File: config.mk
export PLATFORM = sky130hd
export DESIGN_NAME = nco_phase_gen
export DESIGN_NICKNAME = d
export VERILOG_FILES = /design/src/rtl/nco_phase_gen.sv
export SDC_FILE = /design/constraint.sdc
export NUM_CORES = 1
export LEC_CHECK = 0
export CORE_MARGIN = 10
export CORE_UTILIZATION = 53
export CTS_BUF_LIST = sky130_fd_sc_hd__clkbuf_2
export DETAILED_ROUTE_END_ITERATION = 6
export GPL_ROUTABILITY_DRIVEN = 0
export GPL_TIMING_DRIVEN = 0
export PLACE_DENSITY = 0.79
export SETUP_SLACK_MARGIN = 0.2
export SKIP_LAST_GASP = 1
export SLEW_MARGIN = 15
export SYNTH_ARGS = -nofsm -noshare
export SYNTH_HDL_FRONTEND = slang
export SYNTH_SLANG_ARGS = --single-unit
export TNS_END_PERCENT = 100
File: constraint.sdc
create_clock -name i_clk -period 2.7 [get_ports i_clk]
set_input_delay 0.54 -clock i_clk [delete_from_list [all_inputs] [get_ports i_clk]]
set_output_delay 0.54 -clock i_clk [all_outputs]
set_load 0.05 [all_outputs]
File: src/rtl/nco_phase_gen.sv
// -----------------------------------------------------------------------------
// nco_phase_gen
//
// Numerically controlled phase generator feeding the quarter-wave sin/cos LUT.
// A programmable divider produces a one-cycle sample strobe. On each strobe
// the phase accumulator advances by the active frequency tuning word (FTW), and
// the top PHASE_WIDTH bits plus a phase offset are presented as the LUT phase.
// FTW updates are double-buffered and swapped in only when the accumulator
// wraps, so frequency changes never cut a waveform cycle short.
//
// Ports
//   i_clk                  clock
//   i_rst                  synchronous reset, active-high
//   i_run                  level: 1 = generate, 0 = stop at the next wrap
//   i_div                  tick period minus one
//   i_ftw / i_ftw_valid    FTW offer; taken when o_ftw_ready is high
//   o_ftw_ready            pending FTW buffer is empty
//   i_phase_ofs            phase offset, added modulo 2^PHASE_WIDTH
//   o_en                   one-cycle sample strobe (LUT i_en)
//   o_phase                phase word (LUT i_phase), held between strobes
//   o_cycle_start          strobe-qualified first tick of a waveform cycle
//   o_cycle_start_aligned  o_cycle_start delayed LUT_LATENCY strobes
//   o_active               generator is not idle
// -----------------------------------------------------------------------------
module nco_phase_gen #(
    parameter int ACC_WIDTH   = 24,
    parameter int PHASE_WIDTH = 13,
    parameter int DIV_WIDTH   = 8,
    parameter int LUT_LATENCY = 3
) (
    input  logic                   i_clk,
    input  logic                   i_rst,
    input  logic                   i_run,
    input  logic [DIV_WIDTH-1:0]   i_div,
    input  logic [ACC_WIDTH-1:0]   i_ftw,
    input  logic                   i_ftw_valid,
    output logic                   o_ftw_ready,
    input  logic [PHASE_WIDTH-1:0] i_phase_ofs,
    output logic                   o_en,
    output logic [PHASE_WIDTH-1:0] o_phase,
    output logic                   o_cycle_start,
    output logic                   o_cycle_start_aligned,
    output logic                   o_active
);

    typedef enum logic [1:0] {
        IDLE  = 2'd0,
        RUN   = 2'd1,
        DRAIN = 2'd2
    } state_t;

    state_t                 state, next_state;
    logic [ACC_WIDTH-1:0]   acc;
    logic [ACC_WIDTH-1:0]   ftw_active;
    logic [ACC_WIDTH-1:0]   ftw_pending;
    logic                   pend_valid;
    logic [DIV_WIDTH-1:0]   cnt;
    logic [DIV_WIDTH-1:0]   div_cur;
    logic                   first_tick;   // next tick is the first after start
    logic                   carry_prev;   // previous tick's add wrapped
    logic                   drain_end;    // terminal drain tick is on o_en now
    logic [LUT_LATENCY-1:0] align_sr;

    logic [ACC_WIDTH:0]     sum;
    logic                   carry;
    logic                   start;
    logic                   counting;
    logic                   tick;
    logic                   swap;

    // NOTE: every signal driven here gets a default first so no latch is
    // inferred when a branch does not assign it.
    always_comb begin
        next_state = state;
        case (state)
            IDLE:  if (i_run) next_state = RUN;
            RUN:   if (!i_run) next_state = DRAIN;
            DRAIN: begin
                // The terminal tick already zeroed acc, so it always stops;
                // otherwise a zero FTW can never wrap and stops at once.
                if (drain_end)              next_state = IDLE;
                else if (i_run)             next_state = RUN;
                else if (ftw_active == '0)  next_state = IDLE;
            end
            default: next_state = IDLE;
        endcase

        sum      = {1'b0, acc} + {1'b0, ftw_active};
        carry    = sum[ACC_WIDTH];
        start    = (state == IDLE) && i_run;
        // The divider runs only while staying active, which also blocks a
        // stray tick in the cycle the generator drops back to IDLE.
        counting = (state != IDLE) && (next_state != IDLE);
        tick     = counting && (cnt == div_cur);
        // A zero FTW never wraps, so its replacement is taken on any tick.
        swap     = pend_valid &&
                   ((state == IDLE) || (tick && (carry || ftw_active == '0)));
    end

    assign o_ftw_ready           = !pend_valid;
    assign o_active              = (state != IDLE);
    assign o_cycle_start_aligned = align_sr[LUT_LATENCY-1];

    // NOTE: sequential state uses non-blocking assignments only, so every
    // register samples the pre-edge values of the others.
    always_ff @(posedge i_clk) begin
        if (i_rst) begin
            state         <= IDLE;
            acc           <= '0;
            ftw_active    <= '0;
            ftw_pending   <= '0;
            pend_valid    <= 1'b0;
            cnt           <= '0;
            div_cur       <= '0;
            first_tick    <= 1'b0;
            carry_prev    <= 1'b0;
            drain_end     <= 1'b0;
            o_en          <= 1'b0;
            o_phase       <= '0;
            o_cycle_start <= 1'b0;
            align_sr      <= '0;
        end else begin
            state         <= next_state;
            o_en          <= tick;
            o_cycle_start <= tick && (first_tick || carry_prev);
            drain_end     <= tick && carry && (next_state == DRAIN);

            // Divider: a new period is loaded only at a wrap.
            if (start) begin
                cnt     <= '0;
                div_cur <= i_div;
            end else if (counting) begin
                if (cnt == div_cur) begin
                    cnt     <= '0;
                    div_cur <= i_div;
                end else begin
                    cnt <= cnt + 1'b1;
                end
            end

            // Accumulator and phase output.
            if (start) begin
                acc        <= '0;
                first_tick <= 1'b1;
                carry_prev <= 1'b0;
            end else if (tick) begin
                acc        <= (carry && next_state == DRAIN) ? '0 : sum[ACC_WIDTH-1:0];
                o_phase    <= acc[ACC_WIDTH-1 -: PHASE_WIDTH] + i_phase_ofs;
                first_tick <= 1'b0;
                carry_prev <= carry;
            end else if (state == DRAIN && next_state == IDLE) begin
                acc <= '0;
            end

            // Cycle-start delay line, advanced once per presented sample.
            if (o_en) begin
                align_sr[0] <= o_cycle_start;
                for (int i = 1; i < LUT_LATENCY; i++) begin
                    align_sr[i] <= align_sr[i-1];
                end
            end

            // FTW double buffer; ready gates capture, so capture and swap
            // never coincide.
            if (swap) begin
                ftw_active <= ftw_pending;
                pend_valid <= 1'b0;
            end else if (i_ftw_valid && !pend_valid) begin
                ftw_pending <= i_ftw;
                pend_valid  <= 1'b1;
            end
        end
    end

endmodule

* After elaboration in Yosys (flattened, before gate mapping)
Cells that the tools add are included.
** Operators by class
- Multiplexer cells :: 15
- Bitwise gates (word level) :: 2
- Add/sub/neg operators :: 3
- Equality and inequality tests :: 4
- Reduce and logical (&&, ||, !) cells :: 29
** Operators by type and width (number)
- $mux 24 :: 3
- $mux 8 :: 4
- $add 24x24->25 :: 1
- $logic_not 24->1 :: 1
- $add 13x13->13 :: 1
- $reduce_bool 2->1 :: 6
- $logic_and 1x1->1 :: 11
- $mux 2 :: 5
- $add 8x1->8 const B :: 1
- $eq 8x8->1 :: 1
- $pmux 2 s3 :: 1
- $reduce_and 2->1 :: 3
- $eq 2x2->1 const B :: 2
- $logic_not 2->1 :: 2
- $reduce_or 2->1 :: 2
- $logic_or 1x1->1 :: 3
- $eq 2x1->1 const B :: 1
- $mux 1 :: 2
- $not 1->1 :: 2
- $logic_not 1->1 :: 1
** Word-level totals
- Bits in registers :: 112
- Output and inout port bits :: 18
- Input bits :: 49

* Logic depth before layout (Yosys ltp)
Gate-level depths: netlist of run 1.
- Depth after elaboration :: 13
- Gate-level depth with buffers :: 11
- Gate-level depth less buffers :: 11

* Least setup slack after synthesis of run 1
Ideal clock, no wire load.
- Path kind :: register to register
- Start point :: reg ftw_active[0]
- End point :: reg ftw_active[10]
- Cell stages (with the launch flop) :: 12
- Path buffers :: 1
- Period minus slack after synthesis :: 2568 ps
- Path slack :: 132 ps
- Data arrival time :: 2496 ps
- Setup time :: 72 ps
- Data required time :: 2628 ps
- Cell sequence :: dfxtp_1 -> ha_1 -> fa_1 -> a211oi_2 -> o21ai_2 -> a21oi_2 -> or3_4 -> a21bo_1 -> a31o_1 -> a21oi_4 -> buf_12 -> mux2i_1
** Between the ends
- Word-level cells in the longest chain between the ends :: 11
- Elaborated cells between the ends (all ways) :: 13
- Classes of those cells :: 1 x add/sub; 4 x mux; 8 x reduce/logical
** RTL lines
- from (decl) :: line 54 : logic [ACC_WIDTH-1:0] ftw_active;
- from (signal assigned) :: line 166 : ftw_active <= ftw_pending;
- $logic_not 24->1 :: line 83, 97
- $mux 2 :: line 83 : else if (ftw_active == '0) next_state = IDLE;
- $mux 2 :: line 82 : else if (i_run) next_state = RUN;
- $mux 2 :: line 81 : if (drain_end) next_state = IDLE;
- $pmux 2 s3 :: line 75 : case (state)
- $reduce_bool 2->1 :: line 93 : counting = (state != IDLE) && (next_state != IDLE);
- $logic_and 1x1->1 :: line 93
- $logic_and 1x1->1 :: line 94 : tick = counting && (cnt == div_cur);
- $logic_and 1x1->1 (*) :: line 97 : ((state == IDLE) || (tick && (carry || ftw_active == '0)));
- $logic_or 1x1->1 (*) :: line 97
- $logic_and 1x1->1 (*) :: line 96 : swap = pend_valid &&
Every way passes the cells marked *; elsewhere a longest branch is shown, timed or not.
A chain may end at the register's enable or synchronous reset.

* Worst setup path after layout of run 1
- Start point :: reg acc[5]
- End point :: reg ftw_active[17]
** Between the ends
- Word-level cells in the longest chain between the ends :: 5
** RTL lines
- from (decl) :: line 53 : logic [ACC_WIDTH-1:0] acc;
- from (signal assigned) :: line 147 : acc <= (carry && next_state == DRAIN) ? '0 : sum[ACC_WIDTH-1:0];
- $add 24x24->25 :: line 88 : sum = {1'b0, acc} + {1'b0, ftw_active};
- $logic_or 1x1->1 :: line 97
- $logic_and 1x1->1 :: line 97
- $logic_or 1x1->1 :: line 97
- $logic_and 1x1->1 :: line 96
Every way passes these cells.

==> results.json, run 1 <==
{
  "dp_cells": 917,
  "p_leak_nw": 2.974,
  "num_rows": 39,
  "start_kind": "flip-flop",
  "cap_violations": 0,
  "cts_tree": "yes",
  "cts_max_path_buffers": 2,
  "met2_wirelength_um": 7645,
  "ctsRootBufferMaster": "clkbuf_2",
  "htree_levels": 3,
  "syn_area_mm2": 0.006135,
  "ys_warn_count": 0,
  "status": "completed",
  "ios": 67,
  "die_y_um": 127.6,
  "routedWlPerCell_um": 16.73,
  "min_path_type": "primary input to flip-flop",
  "diodes": 0,
  "max_freq_ghz": 0.3765,
  "cts_sinks": 112,
  "final_util": 0.6914,
  "critPathCaptureType": "flip-flop",
  "grt_pass1_wl_um": 25360,
  "drv_slew": 0,
  "stdcell_count": 963,
  "num_vias": 5509,
  "p_per_area_mw_per_mm2": 401.2,
  "syn-num-nets": 797,
  "synth.avg_cell_area_um2": 8.653,
  "grt_pass1_vias": 5451,
  "die_area_mm2": 0.01628,
  "cts-hold-fix-buffers": 0,
  "rsz0062_at_grt": "true",
  "insertion_delay_ns": 0.64,
  "cp.arrival_ns": 3.22,
  "cp_max_fo": 5,
  "ys_seq_elements": 112,
  "crit_type": "flip-flop to flip-flop",
  "worst_slack_ns": 0.04390,
  "ant_nets": 0,
  "layout-area-overhead-vs-synth_pct": 28.15,
  "synth-seq-area-share": 0.3655,
  "dp_hpwl_um": 11650,
  "synth.distinct_cells": 67,
  "port_buffers": 65,
  "worstMarginPinSlew_ns": 0.7709,
  "fin_crit_sh": 0.9837,
  "vdd_drop_max_v": 0.0002200,
  "setup_viol_count_final": 0,
  "cts_buffers": 9,
  "hold_viol": 0,
  "r2r_start": "acc[5]",
  "drive_gt1_frac": 0.1720,
  "grtUsageTotal": 0.1862,
  "wl_met3_um": 950,
  "grt_antenna_before_repair": 0,
  "vias_per_cell": 5.721,
  "wirelength_um": 16110,
  "yosys.area.top_type": "dfxtp_1",
  "firstDrtPassIters": 5,
  "drcViolationCount": 0,
  "start_util": 0.5396,
  "fin_crit_ns": 2.656,
  "yosys-top-cells-area": "dfxtp_1 (37%), ha_1 (7.5%), mux2i_1 (6.5%)",
  "drt-met1-wl_um": 7055,
  "min_from": "i_run",
  "nets": 903,
  "postSynthCellCount": 709,
  "final_cell_area_mm2": 0.007861,
  "relSlewSlack": 0.4861,
  "clk_pin_slew_ns": 0.31,
  "synth-async-reset-ratio": 0,
  "crit_path_start": "acc[5]",
  "die_x_um": 127.6,
  "finClkSkew_ns": 0.03872,
  "cp_data_required_time_ns": 3.26,
  "whs_ns": 0.2816,
  "placed_area_mm2": 0.006969,
  "pre_cts_ws_ns": -0.3119,
  "gr-total-overflow": 0,
  "nFillCells": 843,
  "yosys_most_used_dff": "dfxtp_1",
  "grt_max_degree": 19,
  "synth_top_area_share": 0.3655,
  "drtIter0Drc": 380,
  "synth_edf_count": 0,
  "coreArea_mm2": 0.01137,
  "routed.top_layer": "met4"
}
power breakdown:
part,internal (mW),total (mW),switching (mW)
Clock,0.213,0.775,0.561
Combinational,0.296,0.623,0.327
Sequential,1.71,1.76,0.0434
per-layer routing:
layer | vias up | global-route usage
li1 | 2717 | -
met1 | 2556 | 0.2214
met2 | 195 | 0.3140
met3 | 41 | 0.04549
met4 | 0 | 0.07748
met5 | - | 0
path summary, 6_finish.rpt:
kind | end | slack (ns) | cells past startpoint
min reg2reg | ftw_pending[23] | 0.48 | 2
max reg2reg | ftw_active[17] | 0.04 | 11
min | first_tick | 0.28 | 3
max | ftw_active[17] | 0.04 | 11
cells in the final DEF, fill, tap and decap left out, types with 15 or more instances in the layout:
cell,Yosys,final
ha_1,37,23
clkdlybuf4s50_1,0,61
inv_1,16,16
nand2_1,78,76
a22oi_2,0,15
nand2b_1,54,54
buf_4,0,21
xnor2_1,30,30
o21ai_0,24,16
mux2i_1,40,40
a21oi_1,60,56
dfxtp_1,112,98
nor2_1,63,61
clkbuf_1,20,18
synthesized netlist by cell type (2+ instances only):
| library cell | instances |
|---|---|
| a211oi_1 | 8 |
| a21boi_0 | 3 |
| a21o_1 | 11 |
| a21oi_1 | 60 |
| a21oi_4 | 2 |
| a22oi_1 | 16 |
| a31oi_1 | 4 |
| a32oi_1 | 2 |
| and2_1 | 2 |
| and3_1 | 3 |
| buf_1 | 2 |
| buf_12 | 2 |
| buf_2 | 3 |
| clkbuf_1 | 20 |
| dfxtp_1 | 112 |
| fa_1 | 2 |
| ha_1 | 37 |
| inv_1 | 16 |
| mux2i_1 | 40 |
| nand2_1 | 78 |
| nand2b_1 | 54 |
| nand3_1 | 8 |
| nand3b_1 | 3 |
| nand4_1 | 6 |
| nor2_1 | 63 |
| nor2b_1 | 7 |
| nor3_1 | 16 |
| nor3b_1 | 2 |
| nor4_1 | 6 |
| nor4b_1 | 2 |
| o211ai_1 | 4 |
| o21a_1 | 9 |
| o21ai_0 | 24 |
| o21bai_1 | 7 |
| o31ai_1 | 3 |
| or3_1 | 4 |
| xnor2_1 | 30 |
| xor2_1 | 9 |
logic make-up (layout without fill, tap and decap cells):
| group | count (synthesis) | count (layout) | share of synthesized area |
|---|---|---|---|
| AO/OA/AOI/OAI | 173 | 173 | 0.1891 |
| XOR/XNOR | 39 | 39 | 0.05568 |
| buffers and inverters | 45 | 156 | 0.03365 |
| multiplexers | 40 | 40 | 0.06527 |
| adder cells (fa/ha/maj) | 39 | 39 | 0.08199 |
| AND/OR/NAND/NOR | 261 | 261 | 0.2089 |
| flip-flops | 112 | 112 | 0.3655 |
worst max-delay path: stages (launching register included):
cell and delay [ns]:
dfxtp_1 0.40, ha_2 0.38, o21a_1 0.14, o21a_1 0.16
a21oi_2 0.08, or3_4 0.36, a21bo_1 0.20, a31o_1 0.23
a21oi_4 0.16, buf_12 0.15, clkbuf_16 0.15, mux2i_1 0.18
registers in the layout (all words and copies together) (netlist names):
register / cells
drain_end: 1
align_sr: 3
o_en: 1
first_tick: 1
ftw_active: 24
acc: 24
carry_prev: 1
state: 2
cnt: 8
o_phase: 13
div_cur: 8
o_cycle_start: 1
pend_valid: 1
ftw_pending: 24
through the flow:
stage / TNS [ns] / power (mW)
after global placement: -3.370 / 2.287
after global routing: -0.1827 / 3.270
after detailed placement: -10.05 / 2.307
after floorplan: 0 / 2.120
after CTS: 0 / 3.111
final: 0 / 3.154
timing repair:
action	4_1_cts	5_1_grt
buffers inserted	15	12
resized for setup	41	76
pin swaps	12	30
setup endpoints to repair	81	79
cloned	1	2
final cells by class:
class	instances	area, µm²	area share
Multi-Input combinational cell	552	4094	0.5208
Sequential cell	112	2272	0.2890
Timing Repair Buffer	95	969.7	0.1233
Tap cell	143	178.9	0.02276
Buffer	28	166.4	0.02117
Clock inverter	7	71.32	0.009072
Inverter	17	63.81	0.008117
Clock buffer	9	45.04	0.005730
Note: power is estimated with default switching activity, not from simulation.
==> run 2: changes to the inputs <==
CORE_UTILIZATION = 51   (was 53)
CTS_BUF_LIST = not set   (was sky130_fd_sc_hd__clkbuf_2)
PLACE_DENSITY = not set   (was 0.79)
PLACE_DENSITY_LB_ADDON = 0.3   (was not set)
==> results.json, run 2 (synthesis gave the netlist of run 1 again) <==
{
  "layout-area-overhead-vs-synth_pct": 30.17,
  "grtUsageTotal": 0.1819,
  "p_total_mw": 3.652,
  "drv_slew": 0,
  "cts_max_path_buffers": 2,
  "final_common_cell": "dfxtp_1",
  "crit_type": "flip-flop to flip-flop",
  "multi_input_area_mm2": 0.004024,
  "tns_ns": 0,
  "drtIter0Drc": 273,
  "reg_top3": "acc x24, ftw_active x24, ftw_pending x24",
  "vias_per_cell": 5.622,
  "hold_viol": 0,
  "routedWlPerCell_um": 16.66,
  "vdd_drop_max_v": 0.0003761,
  "gr-total-overflow": 0,
  "relSlewSlack": 0.5394,
  "coreArea_mm2": 0.01161,
  "nFillCells": 904,
  "p_per_area_mw_per_mm2": 457.3,
  "grtUsageMet1": 0.2177,
  "insertion_delay_ns": 0.35,
  "clk_pin_slew_ns": 0.08,
  "final_util": 0.6876,
  "use_met3": 0.03589,
  "cts_buffers": 9,
  "grt_pass1_wl_um": 25160,
  "firstDrtPassIters": 4,
  "max_freq_ghz": 0.3772,
  "htree_levels": 3,
  "status": "completed",
  "ant_nets": 0,
  "busiest_layer": "met2",
  "ios": 67,
  "cp_max_fo": 5,
  "regArea_mm2": 0.002256,
  "cts_tree": "yes",
  "cp.arrival_ns": 2.93,
  "grt_antenna_before_repair": 0,
  "p_leak_nw": 3.065,
  "cap_violations": 0,
  "worstMarginPinSlew_ns": 0.6908,
  "num_vias": 5448,
  "min_path_type": "flip-flop to flip-flop",
  "finClkSkew_ns": 0.01077,
  "die_x_um": 129.7,
  "start_kind": "flip-flop",
  "die_y_um": 129.7,
  "dp_hpwl_um": 11410,
  "grt_pass1_vias": 5356,
  "cts_sinks": 112,
  "ctsRootBufferMaster": "clkbuf_16",
  "die_area_mm2": 0.01682,
  "start_util": 0.5282,
  "cts-hold-fix-buffers": 0,
  "setup_viol_count_final": 0,
  "fin_crit_ns": 2.651,
  "critPathCaptureType": "flip-flop",
  "rsz0062_at_grt": "true",
  "whs_ns": 0.4593,
  "final_cell_mix": "dfxtp_1 (105), nand2_1 (77), nor2_1 (61), clkdlybuf4s50_1 (61), a21oi_1 (59)",
  "drcViolationCount": 0,
  "cp_data_required_time_ns": 2.98,
  "num_rows": 39,
  "wirelength_um": 16140,
  "use_met2": 0.3142,
  "diodes": 0,
  "nets": 909,
  "fin_crit_sh": 0.9819,
  "port_buffers": 65,
  "grt_max_degree": 21,
  "drive_gt1_frac": 0.1550
}
[run 2: final timing paths]
path	slack (ns)	to	depth (start not counted)	startpoint
worst min register to register	0.46	ftw_pending[10]	2	ftw_pending[10]
worst max register to register	0.05	ftw_active[17]	11	ftw_active[20]
worst min-delay path	0.46	ftw_pending[10]	2	ftw_pending[10]
worst max-delay path	0.05	ftw_active[17]	11	ftw_active[20]
[run 2: stage by stage]
stage	instances	cell area, µm²	setup WS [ns]
2_1_floorplan	709	6140	0.2047
3_3_place_gp	917	6969	-0.2879
3_5_place_dp	917	6969	-0.3675
4_1_cts	962	7696	0.04859
5_1_grt	969	7985	-0.04542
6_report	969	7985	0.04878
[run 2: routing by layer]
layer | share of wire | wire [µm] | vias up
met3 | 0.052 | 840 | 33
met4 | 0.026 | 413 | 0
met2 | 0.48 | 7767 | 152
met1 | 0.44 | 7123 | 2545
li1 | - | - | 2718
met5 | 0 | 0 | -
[run 2: power by group]
group / switching (mW) / total (mW) / internal [mW] / leakage, nW
Combinational: 0.318 / 0.609 / 0.291 / 2.02
Sequential: 0.0435 / 1.75 / 1.71 / 0.914
Clock: 0.647 / 1.29 / 0.645 / 0.135
[run 2: layout make-up]
cell class | count | area share
plain buffers | 28 | 0.02068
clock buffers | 9 | 0.02820
clock inverters | 7 | 0.007678
inverters | 17 | 0.007991
multi-input cells | 552 | 0.5039
flip-flops and latches | 112 | 0.2825
well taps | 143 | 0.02241
repair buffers | 101 | 0.1266
[run 2: what timing repair did]
item                       CTS  global route
setup buffers               27             6
pin swaps                   19            16
setup endpoints to repair   86            85
gates cloned                 2             1
resized for setup           35            62
[run 2: worst max-delay path, cell delays in order (launching register included)]
cell and delay, ns:
dfxtp_1 0.39, ha_4 0.33, a31oi_1 0.14, nor4b_4 0.32, nor2b_1 0.19, a21bo_1 0.23, a31o_1 0.23, a21oi_4 0.21
buf_6 0.15, buf_6 0.10, buf_12 0.11, mux2i_1 0.18
==> run 3: changes to the inputs <==
CTS_CLUSTER_SIZE = 8   (was not set)
==> results of run 3 <==
The final DEF is identical to that of run 2; final timing and power are the same.
